[src/rtl/hs_upload_server.sv]
// hs_upload_server: answers HPS upload reads by fetching bytes from a core RAM port.
// It stalls the HPS with ioctl_wait while a fetch is outstanding, raises
// ioctl_upload_req on a save trigger, and pauses the core during the session.
module hs_upload_server #(
  parameter int          AW      = 16,
  parameter int          LEN     = 256,
  parameter int          RAM_LAT = 1,
  parameter logic [7:0]  INDEX   = 8'd4
) (
  input  logic          clk_sys,
  input  logic          RESET_n,
  input  logic          save_trig,
  input  logic          ioctl_upload,
  input  logic [7:0]    ioctl_index,
  input  logic          ioctl_rd,
  input  logic [24:0]   ioctl_addr,
  output logic [7:0]    ioctl_din,
  output logic          ioctl_wait,
  output logic          ioctl_upload_req,
  output logic          ram_req,
  output logic [AW-1:0] ram_addr,
  input  logic          ram_gnt,
  input  logic [7:0]    ram_rdata,
  output logic          pause_req
);

  typedef enum logic [1:0] {IDLE, REQ, LAT, DONE} state_t;

  state_t      state, state_nxt;
  logic        session, session_q, in_range, start, save_pend;
  logic [1:0]  lat_cnt;

  assign session  = ioctl_upload && (ioctl_index == INDEX);
  // full 25-bit compare: any nonzero upper bit lands out of range
  assign in_range = ioctl_addr < 25'(LEN);
  assign start    = ioctl_rd && session && in_range && (state == IDLE);

  // State register
  always_ff @(posedge clk_sys) begin
    if (!RESET_n) state <= IDLE;
    else          state <= state_nxt;
  end

  // Next-state: strobes outside IDLE are ignored so an active fetch is never disturbed
  always_comb begin
    state_nxt = state;
    case (state)
      IDLE: if (start)          state_nxt = REQ;
      REQ:  if (ram_gnt)        state_nxt = LAT;
      LAT:  if (lat_cnt == '0)  state_nxt = DONE;
      DONE:                     state_nxt = IDLE;
      default:                  state_nxt = IDLE;
    endcase
  end

  // Stall the HPS in the strobe cycle itself and until the byte is captured
  always_comb begin
    ioctl_wait = RESET_n && (start || (state == REQ) || (state == LAT));
  end

  // Fetch datapath: RAM request/address, latency counter, returned byte
  always_ff @(posedge clk_sys) begin
    if (!RESET_n) begin
      ram_req   <= 1'b0;
      ram_addr  <= '0;
      lat_cnt   <= '0;
      ioctl_din <= '0;
    end else begin
      case (state)
        IDLE: begin
          if (start) begin
            ram_addr <= ioctl_addr[AW-1:0];
            ram_req  <= 1'b1;
          end else if (ioctl_rd && session && !in_range) begin
            ioctl_din <= 8'hFF;
          end
        end
        REQ: begin
          if (ram_gnt) begin
            ram_req <= 1'b0;
            lat_cnt <= 2'(RAM_LAT - 1);
          end
        end
        LAT: begin
          if (lat_cnt == '0) ioctl_din <= ram_rdata;
          else               lat_cnt   <= lat_cnt - 2'd1;
        end
        default: ;
      endcase
    end
  end

  // Upload request handshake and core pause
  always_ff @(posedge clk_sys) begin
    if (!RESET_n) begin
      session_q        <= 1'b0;
      save_pend        <= 1'b0;
      ioctl_upload_req <= 1'b0;
      pause_req        <= 1'b0;
    end else begin
      session_q <= session;
      pause_req <= session || (state != IDLE);
      if (session) begin
        ioctl_upload_req <= 1'b0;
        // a trigger coinciding with session start counts as already served
        if (save_trig && session_q) save_pend <= 1'b1;
      end else begin
        if (save_trig || (session_q && save_pend)) ioctl_upload_req <= 1'b1;
        if (session_q) save_pend <= 1'b0;
      end
    end
  end

endmodule

[config.mk]
export PLATFORM = sky130hd
export DESIGN_NAME = hs_upload_server
export DESIGN_NICKNAME = d
export VERILOG_FILES = /design/src/rtl/hs_upload_server.sv
export SDC_FILE = /design/constraint.sdc
export NUM_CORES = 1
export LEC_CHECK = 0
export BUFFER_PORTS_ARGS = -buffer_cell sky130_fd_sc_hd__buf_4
export CAP_MARGIN = 0
export CORE_ASPECT_RATIO = 1.1
export CORE_UTILIZATION = 49
export CTS_BUF_LIST = sky130_fd_sc_hd__clkbuf_8
export CTS_CLUSTER_SIZE = 12
export DETAILED_ROUTE_END_ITERATION = 6
export PLACE_DENSITY_LB_ADDON = 0.08
export SLEW_MARGIN = 20
export SYNTH_ARGS = -nofsm -noshare
export SYNTH_HDL_FRONTEND = slang
export SYNTH_SLANG_ARGS = --single-unit
[constraint.sdc]
create_clock -name clk_sys -period 7.4 [get_ports clk_sys]
set_clock_uncertainty 0.2 [all_clocks]
set_input_delay 1.48 -clock clk_sys [delete_from_list [all_inputs] [get_ports clk_sys]]
set_output_delay 1.48 -clock clk_sys [all_outputs]
set_load 0.02 [all_outputs]
Word-level counts from Yosys, hierarchy flattened:

Cells that the tools add are included.

* word-level logic and storage cells: 67
* output and inout port bits: 28
* input port bits: 47
* register bits: 33

* muxes and demuxes: 17
* magnitude comparators: 1
* bitwise logic cells: 1
* reduce and logical (&&, ||, !) cells: 27
* equal/unequal tests: 11
* add/sub/neg operators: 1

Operator list (number)
* < comparator 25 x 9 -> 1 bit (second input constant): 1
* two-way mux 8 bit: 3
* one-hot mux 8 bit (2 select lines): 1
* two-way mux 2 bit: 5
* != test 2 bit (second input constant): 5
* nonzero test 2 bit: 5
* AND reduction 3 bit: 3
* equality test 8 x 3 -> 1 bit (second input constant): 1
* logical AND 1 bit: 8
* one-hot mux 2 bit (4 select lines): 1
* two-way mux 1 bit: 5
* equality test 2 bit (second input constant): 2
* logical NOT 2 bit: 2
* logical OR 1 bit: 4
* != test 2 x 1 -> 1 bit (second input constant): 2
* one-hot mux 2 bit (2 select lines): 1
* AND reduction 2 bit: 2
* AND reduction 4 bit: 1
* equality test 2 x 1 -> 1 bit (second input constant): 1
* one-hot mux 1 bit (2 select lines): 1
* OR reduction 2 bit: 1
* subtractor 2 x 1 -> 2 bit (second input constant): 1
* logical NOT 1 bit: 1
* inverter 1 bit: 1

Depth between registers and ports, before layout:

* depth after elaboration: 8
* depth in mapped cells: 8
* gate-level depth less buffers: 6

Least setup slack after synthesis:

OpenSTA, ideal clock, no wires.

* path type: input-to-output
* from: input port ioctl_addr[20]
* to: output port ioctl_wait
* arrival time: 3.061 ns
* stages on the path: 5
* buffers on the path: 2
* required time: 5.720 ns
* setup slack: 2.659 ns
* path through: or3_1 or4_4 buf_6 buf_8 a21oi_1

* word-level cells in the longest chain between the ends: 6

Ends and longest elaborated chain
* from (decl): RTL line 16 `input logic [24:0] ioctl_addr,`
* < comparator 25 x 9 -> 1 bit: RTL line 35 `assign in_range = ioctl_addr < 25'(LEN);`
* logical AND 1 bit (2 in series): RTL line 36 `assign start = ioctl_rd && session && in_range && (state == IDLE);`
* logical OR 1 bit (2 in series): RTL line 58 `ioctl_wait = RESET_n && (start || (state == REQ) || (state == LAT));`
* logical AND 1 bit: RTL line 58
* to (decl): RTL line 18 `output logic ioctl_wait,`

No other way between the ends.

Final worst setup path:

* from: input port ioctl_addr[24]
* to: output port ioctl_wait

The elaborated chain is that of the path after synthesis.

==> metrics <==
TritonCTS clock tree done; net switching power roughly 75 uW; Routed WL between 3 and 4 mm; crit path max fanout 18; Worst-Skew Late Latency 0.28 ns; PortBufs between 70 and 80; Arrival @ worst endpoint approximately 3.2 ns; Clk pwr share about two fifths; row cnt 19; Combinational Power Share 8.6%; sequential share of power around 53%; Final nets ~260; Placed Area between 0.0015 and 0.002 sq mm; post-layout util a little under 80%; die height roughly 57 microns; Hold Path Class reg2reg; Leakage Power 0.000995 uW; grt ovf 0; DR vias/cell 5.36; post_cts resized 0; I/O Pins 75; Vias around 1300; Yosys Warn Count 0; initial DRC count 22; H-tree depth 2; ANT cells 0; crit path time final between 4 and 5 ns; fmax ~0.21 GHz; total track usage 21.2%; Syn Inst Count ~130; hold path cells 1; starting density of the core approximately 53%; Die X 52.2 microns; post-DP HPWL between 2 and 2.5 mm; Worst Path Required between 5 and 6 ns; crit share post-route approximately 65%; cells on worst reg2reg path 6; gp weighted congestion approximately 0.76; maximum clock path buffer count 2; initial antenna violation count 0; switching share of power 22.3%; Setup TNS 0 ns; Core Area between 0.002 and 0.003 sq mm; library cells used by synthesis 34; sequential element share of the synthesized area between 40% and 50%; DRC Markers 0; Int Pwr ~260 uW; vias in the first global route around 1200; Syn Nets about 180; Setup WS post-layout roughly 2.6 ns; status completed; most common library cell in the layout ignoring fill and taps buf_4; Final Hold Violating Endpoints 0; Initial DRT Pass Iterations 4; Num CTS Buffers 5; Peak VDD IR approximately 0.17 mV; final instance area approximately 0.0020 sq mm; Pwr per Cell Area roughly 170 mW/mm^2; max-cap violation count 0; Setup crit start kind primary input; Slew Viols, Final 0; Setup CP Type in2out; largest net degree at the start of global routing 21; commonest cells after routing, fill and taps aside buf_4 (74), dfxtp_1 (33), nor2_1 (12); Seq cells post-synth 33; CTS Sinks 33; Syn Area/Cell between 10 and 15 sq um; CP Capture Type output port; Post-CTS Setup Inserts 0; Worst Max-Slew Pin Slew about 0.58 ns; share of layout cells above drive strength 1 a little under 50%; Post-Syn Area approximately 0.0014 sq mm; setup violators final 0; # hold bufs at CTS 0; Detail Route Antenna Nets 0; Root Buffer clkbuf_8; RSZ-0062 raised after global routing no; clock-pin slew on the worst setup and hold paths 0.07 ns; relative slew slack about three fifths; routed length per instance ~13 microns; die area 0.00299 sq mm; first-pass GRT wire length 4.76 mm; Post-Place Worst Slack 2.59 ns; Layout area overhead 47.0%
worst max-delay path: stages:
cell,delay [ns]
buf_4,0.11
nor4_1,0.30
nand4_1,0.20
or4_4,0.69
a21oi_1,0.20
buf_4,0.17
power groups by stage:
stage,Clock [uW],Sequential (uW),Combinational (uW)
final,130,179,28.9
after global routing,139,179,31.0
after CTS,132,179,29.0
after detailed placement,0,183,28.9
after global placement,0,183,28.2
after floorplan,0,184,6.15
logic make-up after synthesis:
group / synth area share, %
buffers and inverters: 5.24
DFF: 48.6
adders and majority gates: 3.68
muxes: 6.62
and+or+nand+nor: 20.0
AOI/OAI and AO/OA: 15.9
routing by layer:
| layer | vias to the layer above | track usage [%] | wire, microns |
|---|---|---|---|
| met5 | - | 0 | 0 |
| met4 | 0 | 5.64 | 21 |
| met3 | 5 | 8.80 | 245 |
| met2 | 45 | 37.9 | 1610 |
| met1 | 607 | 22.5 | 1240 |
| li1 | 625 | - | - |
sequential cells by signal, indices dropped and copies added (netlist names):
register          flops
ram_addr             16
lat_cnt               2
save_pend             1
state                 2
pause_req             1
ioctl_din             8
ioctl_upload_req      1
ram_req               1
session_q             1
path summary, 6_finish.rpt:
kind / from / end / slack [ns]
worst max-delay path: ioctl_addr[24] / ioctl_wait / 2.57
worst min register to register: session_q / save_pend / 0.27
worst max register to register: state[1] / ram_addr[1] / 5.53
worst min-delay path: session_q / save_pend / 0.27
layout make-up:
type,instances,area (sq um)
clock buffers,5,68.8
multi-input cells,85,628
repair buffers,74,556
inverters,8,30.0
clock inverters,3,17.5
flip-flops and latches,33,661
well taps,31,38.8
fillers,189,568
metrics by stage:
stage                     cells  hold WS [ns]  total power (uW)
after floorplan             132         0.238               190
after global placement      231         0.257               211
after detailed placement    231         0.264               212
after CTS                   239         0.277               340
after global routing        239         0.302               349
final                       239         0.274               338
cells in the mapped netlist:
library cell,instances,share of area (%)
a211oi_1,2,1.1
a21oi_1,6,2.2
a31oi_1,1,0.46
and2_1,2,0.92
and3_1,3,1.4
and3_2,6,3.3
and3b_1,1,0.64
buf_6,1,0.83
buf_8,1,1.1
clkbuf_1,4,1.1
dfxtp_1,33,49
ha_1,4,3.7
inv_1,8,2.2
mux2i_1,9,6.6
nand2_1,3,0.83
nand2b_1,2,0.92
nand3_2,1,0.74
nand4_1,1,0.46
nor2_1,12,3.3
nor2b_1,2,0.92
nor3_1,4,1.5
nor4_1,3,1.4
nor4b_4,1,1.7
o211a_1,1,0.74
o21a_1,2,1.1
o21ai_0,4,1.5
o21ai_1,1,0.37
o21ba_2,1,0.74
o221a_2,8,6.6
o22ai_1,1,0.46
o41ai_1,1,0.64
or3_1,1,0.46
or3b_2,1,0.64
or4_4,1,0.83
Note: power is estimated with default switching activity, not from simulation.
